[config.mk]
export PLATFORM = sky130hd
export DESIGN_NAME = regs_wb_queue_flat
export DESIGN_NICKNAME = d
export VERILOG_FILES = /design/src/rtl/regs_wb_queue_if.sv /design/src/rtl/regs_wb_queue.sv /design/src/flat_wrapper.sv
export SDC_FILE = /design/constraint.sdc
export NUM_CORES = 1
export LEC_CHECK = 0
export CORE_ASPECT_RATIO = 1.2
export CORE_MARGIN = 5
export CORE_UTILIZATION = 54
export DETAILED_ROUTE_END_ITERATION = 7
export MAX_ROUTING_LAYER = met4
export PLACE_DENSITY = 0.87
export SETUP_SLACK_MARGIN = 0.02
export SYNTH_ARGS = -nofsm -noshare
export SYNTH_HDL_FRONTEND = slang
export SYNTH_SLANG_ARGS = --single-unit
[constraint.sdc]
create_clock -name clk -period 3.1 [get_ports clk]
set_input_delay 0.31 -clock clk [delete_from_list [all_inputs] [get_ports clk]]
set_output_delay 0.31 -clock clk [all_outputs]
set_load 0.03 [all_outputs]
[src/rtl/regs_wb_queue_if.sv]
// Write-back queue bus: request side from the datapath and the register-file
// write port. The queue itself uses the slave modport.
interface regs_wb_queue_if #(
    parameter int AW = 5,
    parameter int DW = 32
);
    logic          in_valid;
    logic          in_ready;
    logic [AW-1:0] in_wnum;
    logic [DW-1:0] in_wdata;
    logic          we;
    logic [AW-1:0] wnum;
    logic [DW-1:0] wdata;

    modport master (
        output in_valid, in_wnum, in_wdata,
        input  in_ready, we, wnum, wdata
    );

    modport slave (
        input  in_valid, in_wnum, in_wdata,
        output in_ready, we, wnum, wdata
    );
endinterface

[src/rtl/regs_wb_queue.sv]
// Write-back queue for the 16x32 register file write port.
// Buffers datapath write requests and drains one per cycle, holding off
// whenever the datapath performs a register read (rd_req) or a flush.
// Optional lookup port, enabled by defining REGS_WBQ_BYPASS_EN, returns the
// youngest pending value for lk_num; without it lk_hit/lk_data are tied to 0.
module regs_wb_queue #(
    parameter int DEPTH = 4,
    parameter int AW    = 5,
    parameter int DW    = 32
) (
    input  logic                     clk,
    input  logic                     rst,
    regs_wb_queue_if.slave           bus,
    input  logic                     rd_req,
    input  logic                     flush,
    output logic                     empty,
    output logic [$clog2(DEPTH):0]   count,
    input  logic [AW-1:0]            lk_num,
    output logic                     lk_hit,
    output logic [DW-1:0]            lk_data
);
    localparam int PW = $clog2(DEPTH);
    localparam int CW = PW + 1;

    logic [PW-1:0] wr_ptr;
    logic [PW-1:0] rd_ptr;
    logic [AW-1:0] mem_wnum  [DEPTH];
    logic [DW-1:0] mem_wdata [DEPTH];

    logic full;
    logic accept;
    logic store_ok;
    logic push;
    logic pop;

    assign full         = (count == CW'(DEPTH));
    assign empty        = (count == '0);
    assign bus.in_ready = ~full;
    assign accept       = bus.in_valid & bus.in_ready;

    // r0 and numbers beyond the 16-entry file are swallowed, never stored
    assign store_ok = (bus.in_wnum != '0) &&
                      ({{(32-AW){1'b0}}, bus.in_wnum} < 32'd16);
    assign push     = accept & store_ok & ~flush;
    assign pop      = bus.we;

    // Drain from head; a read cycle or flush leaves the write port idle
    always_comb begin
        bus.we    = ~empty & ~rd_req & ~flush;
        bus.wnum  = '0;
        bus.wdata = '0;
        if (bus.we) begin
            bus.wnum  = mem_wnum[rd_ptr];
            bus.wdata = mem_wdata[rd_ptr];
        end
    end

    // Pointers and occupancy; flush wins over any push/pop at the same edge
    always_ff @(posedge clk or negedge rst) begin
        if (!rst) begin
            wr_ptr <= '0;
            rd_ptr <= '0;
            count  <= '0;
        end else if (flush) begin
            wr_ptr <= '0;
            rd_ptr <= '0;
            count  <= '0;
        end else begin
            if (push) wr_ptr <= wr_ptr + 1'b1;
            if (pop)  rd_ptr <= rd_ptr + 1'b1;
            case ({push, pop})
                2'b10:   count <= count + 1'b1;
                2'b01:   count <= count - 1'b1;
                default: count <= count;
            endcase
        end
    end

    // Entry storage written at the tail
    always_ff @(posedge clk or negedge rst) begin
        if (!rst) begin
            for (int i = 0; i < DEPTH; i++) begin
                mem_wnum[i]  <= '0;
                mem_wdata[i] <= '0;
            end
        end else if (push) begin
            mem_wnum[wr_ptr]  <= bus.in_wnum;
            mem_wdata[wr_ptr] <= bus.in_wdata;
        end
    end

`ifdef REGS_WBQ_BYPASS_EN
    // Scan oldest to youngest so the last match is the youngest pending value
    always_comb begin
        lk_hit  = 1'b0;
        lk_data = '0;
        for (int k = 0; k < DEPTH; k++) begin
            if ((CW'(k) < count) && (lk_num != '0) &&
                (mem_wnum[rd_ptr + PW'(k)] == lk_num)) begin
                lk_hit  = 1'b1;
                lk_data = mem_wdata[rd_ptr + PW'(k)];
            end
        end
    end
`else
    logic unused_lk_num;
    assign unused_lk_num = ^lk_num;
    assign lk_hit        = 1'b0;
    assign lk_data       = '0;
`endif

endmodule

[src/flat_wrapper.sv]
// flat-port wrapper written by rule: the top's interface ports become plain ports
module regs_wb_queue_flat 
#(
    parameter int DEPTH = 4,
    parameter int AW    = 5,
    parameter int DW    = 32
)
  (clk, rst, rd_req, flush, empty, count, lk_num, lk_hit, lk_data, bus_in_valid, bus_in_wnum, bus_in_wdata, bus_in_ready, bus_we, bus_wnum, bus_wdata);
  regs_wb_queue_if #(.AW(AW), .DW(DW)) bus_i ();
  input  logic clk;
  input  logic rst;
  input  logic rd_req;
  input  logic flush;
  output logic empty;
  output logic [$clog2(DEPTH):0] count;
  input  logic [AW-1:0] lk_num;
  output logic lk_hit;
  output logic [DW-1:0] lk_data;
  input wire logic [$bits(bus_i.in_valid)-1:0] bus_in_valid;
  input wire logic [$bits(bus_i.in_wnum)-1:0] bus_in_wnum;
  input wire logic [$bits(bus_i.in_wdata)-1:0] bus_in_wdata;
  output wire logic [$bits(bus_i.in_ready)-1:0] bus_in_ready;
  output wire logic [$bits(bus_i.we)-1:0] bus_we;
  output wire logic [$bits(bus_i.wnum)-1:0] bus_wnum;
  output wire logic [$bits(bus_i.wdata)-1:0] bus_wdata;
  assign bus_i.in_valid = bus_in_valid;
  assign bus_i.in_wnum = bus_in_wnum;
  assign bus_i.in_wdata = bus_in_wdata;
  assign bus_in_ready = bus_i.in_ready;
  assign bus_we = bus_i.we;
  assign bus_wnum = bus_i.wnum;
  assign bus_wdata = bus_i.wdata;
  regs_wb_queue #(.DEPTH(DEPTH), .AW(AW), .DW(DW)) u_core (.clk(clk), .rst(rst), .bus(bus_i), .rd_req(rd_req), .flush(flush), .empty(empty), .count(count), .lk_num(lk_num), .lk_hit(lk_hit), .lk_data(lk_data));
endmodule
* Word-level counts from Yosys, hierarchy flattened *
Index checks and enable logic that the tools add are counted.

storage, ports and cells
  register bits after elaboration = 155
  bits in latches = 0
  bits in writable memories = 0
  memory bits (read-only) = 0
  output and inout port bits = 76
  memories kept = 0

operators by class
  $add $sub $neg = 4
  $mul = 0
  div/mod/pow operators = 0
  order comparisons = 4
  equal/unequal tests = 3
  shift operators = 0
  muxes and demuxes = 20
  bitwise logic cells = 11
  reduce and logical (&&, ||, !) cells = 7

operators with widths
  kind                                                        count
  bitwise mux 128 bit                                         1
  two-way mux 32 bit                                          4
  binary-select mux 32 bit (select 2 bit)                     1
  demux 32 bit (select 2 bit)                                 1
  bitwise mux 20 bit                                          1
  two-way mux 5 bit                                           4
  binary-select mux 5 bit (select 2 bit)                      1
  demux 5 bit (select 2 bit)                                  1
  two-way mux 2 bit                                           4
  >= comparator 3 bit, second input constant                  2
  NOT 2 -> 3 bit                                              2
  case mux 3 bit (2 select lines)                             1
  bitwise AND 1 bit                                           5
  less-than comparator 5 bit, second input constant           1
  nonzero test 5 bit                                          1
  adder 2 x 1 -> 2 bit, second input constant                 2
  NOT 1 bit                                                   4
  nonzero test 2 bit                                          2
  adder 3 x 1 -> 3 bit, second input constant                 1
  == test 3 bit, second input constant                        1
  zero test 3 bit                                             1
  less-than comparator 3 x 1 -> 1 bit, second input constant  1
  two-way mux 3 bit                                           1
  nonzero test 3 bit                                          1
  4 further kinds                                             5

* Longest topological paths before layout *
  word-level depth = 8
  gate-level depth with buffers = 10
  gate-level depth less buffers = 9

* Worst setup path after synthesis *
No wires, ideal clock.

  kind = flip-flop to flip-flop
  start = register u_core.count[0]
  end = register u_core.count[2]
  data arrival time = 2849 ps
  path slack = 169 ps
  cell stages (with the launch flop) = 11
  buffers on the path = 1
  path through = dfrtp_1 -> or3_2 -> inv_1 -> or3_2 -> clkbuf_1 -> nor2_1 -> fa_1 -> nor2_1 -> o221ai_1 -> a21o_2 -> a31oi_1

on the way
  elaborated cells between the ends (all ways) = 16
  classes of those cells = add/sub (2); eq/ne (3); mux (2); bitwise (7); reduce/logical (2)

RTL lines
  element                                                         line                 text
  start, declared                                                 regs_wb_queue.sv:17  output logic [$clog2(DEPTH):0] count,
  start signal, assigned                                          regs_wb_queue.sv:72  2'b10: count <= count + 1'b1;
  start signal, assigned                                          regs_wb_queue.sv:73  2'b01: count <= count - 1'b1;
  start signal, assigned                                          regs_wb_queue.sv:74  default: count <= count;
  zero test 3 bit (*)                                             regs_wb_queue.sv:37  assign empty = (count == '0);
  via empty                                                       flat_wrapper.sv:14   output logic empty;
  NOT 1 bit (*)                                                   regs_wb_queue.sv:49  bus.we = ~empty & ~rd_req & ~flush;
  bitwise AND 1 bit (*) (2 in a row)                              regs_wb_queue.sv:49
  == test 2 x 1 -> 1 bit / == test 2 bit (equally long branches)  regs_wb_queue.sv:71  case ({push, pop})
  case mux 3 bit (2 select lines)                                 regs_wb_queue.sv:71
  two-way mux 3 bit                                               regs_wb_queue.sv:64  end else if (flush) begin

Mark *: on every way through the listed nets, which the timed path passes. The rest lies on a longest branch.
A chain may end at the register's enable or synchronous reset.

* Worst setup path in the final report *
  start = register u_core.count[1]
  end = output bus_wdata[24]

on the way
  longest elaborated chain between the ends = 5

RTL lines
  element                         line                 text
  zero test 3 bit                 regs_wb_queue.sv:37
  NOT 1 bit                       regs_wb_queue.sv:49
  bitwise AND 1 bit (2 in a row)  regs_wb_queue.sv:49
  two-way mux 32 bit              regs_wb_queue.sv:52  if (bus.we) begin
  end, declared                   flat_wrapper.sv:25   output wire logic [$bits(bus_i.wdata)-1:0] bus_wdata;

No other way between the ends.

==> run_results.csv <==
group,metric,value,unit
global_routing,antenna_found_initial,0,
power_and_ir_drop,power_density,756.6,nW/µm²
sta,finalMaxSlewViolations,0,
placed_design,dp.cells,738,
sta,hold_slack,477.0,ps
floorplanning,fp.dieArea,17230,µm²
sta,slew_headroom,52.51,%
yosys,ys_types,44,
routing,first_pass_iters,5,
clock_tree,cts_tree,"built",
finish,diodes,0,
clock_tree,cts_inserted_buffers,17,
placed_design,hpwl,10210,µm
run,maxCapViolations,0,
yosys,synth_most_common_cell,"dfrtp_1",
floorplanning,pin_count,123,
yosys,synthXorXnorAreaFrac,0.6620,%
power_and_ir_drop,vdd_drop_max,499.6,µV
yosys,avgSynthCellArea,16.13,µm²
placed_design,numPortBuffers,84,
placed_design,pre_cts_ws,258.1,ps
sta,rsz0062_at_grt,"no",
sta,worst_slack,168.5,ps
finish,final_layout_size_suffix_gt1_share,42.62,%
sta,worst_slew_pin_slew,712.3,ps
sta,min_period_over_period,94.56,%
clock_tree,clock_latency,420,ps
routing,routed_via_density,5.590,
yosys,yosys_warnings,0,
critical_path,crit_type,"flip-flop to output pin",
yosys,synth_top_family_by_area,"multiplexers",
placed_design,place.gp.congestion,0.7650,
clock_tree,cts.sinks,155,
yosys,synth_edf_count,0,
finish,layout.nets,635,
sta,setup_viol,0,
global_routing,grt_pass1_vias,4889,
yosys,synthAdderAreaFrac,0.8827,%
routing,route.detailed.drc,0,
clock_tree,path_clk_slew,60,ps
critical_path,crit_path_max_fanout,15,
sta,fin_skew,9.223,ps
clock_tree,clock-root-buffer,"clkbuf_16",
routing,wl_per_cell,20.89,µm
floorplanning,core_area,14410,µm²
routing,via_count,4310,
sta,setup_tns,0,ps
yosys,synth.top_cells.by_area,"dfrtp_1 (49%), mux2_4 (16%), mux4_2 (8.8%)",
yosys,synth-seq-cells,155,
routing,drtAntennaViolNets,0,
yosys,synth-compound-area-share,0.6305,%
floorplanning,fp.dieW,120.7,µm
yosys,ys_seq_area_share,48.87,%
critical_path,crit_required,2790,ps
power_and_ir_drop,cellLeakagePower,4.404,nW
sta,fmax,0.3411,GHz
clock_tree,clockBufferDepth,2,
yosys,synthTopCellsByCount,"dfrtp_1 (155), mux2_4 (87), mux2_2 (57)",
sta,post-route-min-period,2931,ps
min_path,hold_path_class,"primary input to asynchronous set/reset pin",
floorplanning,rows,48,
yosys,async_reset_ff_share,100.0,%
yosys,yosys.area_share.simple,6.100,%
sta,hold_viol,0,
clock_tree,htreeDepth,4,
run_status,outcome,"finished, final reports clean",
critical_path,start_kind,"flip-flop",
floorplanning,die_y,142.8,µm
finish,layout.cells.non_filler,771,
critical_path,worstPathArrival,2620,ps
floorplanning,start_util,55.07,%
yosys,yosysTopAreaCellShare,48.87,%
global_routing,grt-ovfl-total,0,
critical_path,worst_setup_path_end_kind,"output pin",
power_and_ir_drop,finalPower,0.007117,W
global_routing,grt_max_degree,80,
routing,initialDrtViolationCount,218,
yosys,postSynthCellCount,492,
routing,wirelength,16110,µm
global_routing,grt_pass1_wl,26500,µm
yosys,synthMuxAreaShare,35.40,%
yosys,ys.flop_type,"dfrtp_1",
yosys,yosysTopAreaCell,"dfrtp_1",
global_routing,track_usage,20.44,%
yosys,synthesis.area,7938,µm²
finish,area_delta_synth_final,18.51,%
-- power breakdown --
part / switching [W] / leakage, nW / internal (W)
logic: 0.000819 / 2.09 / 0.00135
registers: 0.000301 / 2.03 / 0.00250
clock network: 0.000815 / 0.293 / 0.00133
-- sequential cells by signal (all words and copies together), names as in the netlist --
register	count
u_core.count	3
u_core.mem_wdata	128
u_core.mem_wnum	20
u_core.rd_ptr	2
u_core.wr_ptr	2
-- stage by stage --
step                instance area, µm²  utilization [%]
floorplan                         8058                -
global placement                  8753            60.73
detailed placement                8753            60.73
CTS                               9379            65.07
global route                      9407            65.26
finish                            9407            65.26
-- critical path, stage by stage, from the launching register on --
cell,delay (ps)
dfrtp_2,450
or3_2,170
inv_1,60
or3_2,440
buf_4,220
nor2b_1,160
clkdlybuf4s50_1,690
-- placed cells by master (no fill, tap or decap), drive strengths merged, types with 2 or more instances in the layout --
cell	Yosys	layout
dfrtp	155	155
mux2	144	144
clkdlybuf4s50	0	71
mux4	37	37
conb	1	33
nor2b	30	30
clkbuf	8	22
buf	54	19
and2b	11	11
nor2	10	10
dlymetal6s2s	0	10
inv	5	6
and3b	4	4
ha	4	4
xnor2	3	3
bufinv	0	3
clkinvlp	0	3
or3	3	3
clkinv	0	3
nand2b	2	2
nand2	2	2
nand3	2	2
dlygate4sd2	0	2
nor3b	2	2
-- worst paths after layout --
| check | start | to | slack [ps] | cells past startpoint |
|---|---|---|---|---|
| hold reg to reg | u_core.mem_wnum[19]$_DFFE_PN0P_ | u_core.mem_wnum[19]$_DFFE_PN0P_ | 510 | 1 |
| setup reg to reg | u_core.count[0]$_DFFE_PN0P_ | u_core.count[2]$_DFFE_PN0P_ | 370 | 10 |
| setup / recovery | u_core.count[1]$_DFFE_PN0P_ | bus_wdata[24] | 170 | 6 |
| hold / removal | rst | u_core.mem_wdata[1]$_DFFE_PN0P_ | 480 | 2 |
| min in group clk | u_core.mem_wnum[19]$_DFFE_PN0P_ | u_core.mem_wnum[19]$_DFFE_PN0P_ | 510 | 1 |
| max in group asynchronous | rst | u_core.count[0]$_DFFE_PN0P_ | 1710 | 3 |
-- cell type report --
| type | instances | area, µm² |
|---|---|---|
| fill | 992 | 5007 |
| sequential | 155 | 3884 |
| multi-input combinational | 301 | 3595 |
| timing repair buffer | 103 | 1076 |
| clock buffer | 22 | 474.2 |
| tap | 175 | 219.0 |
| clock inverter | 10 | 140.1 |
| inverter | 5 | 18.77 |
-- what timing repair did --
item | CTS | global route
endpoints found under the setup margin | 8 | 35
hold buffers | 1 | 0
resized for setup | 3 | 12
hold endpoints to repair | 76 | 0
buffers inserted | 0 | 0
-- layer usage --
metal,part of all wire [%],GRT usage (%)
met2,52,33.47
met5,0,-
met1,43,26.04
met4,1.2,5.131
met3,4.0,4.715
-- kinds of logic (layout without fill, tap and decap cells) --
family          after synthesis  after routing
compound gates                7              7
xor+xnor                      4              4
fa+ha+maj                     5              5
buf+inv                      68            140
flops                       155            155
mux                         182            182
other cells                   1             33
simple gates                 70             70
Note: power is estimated with default switching activity, not from simulation.
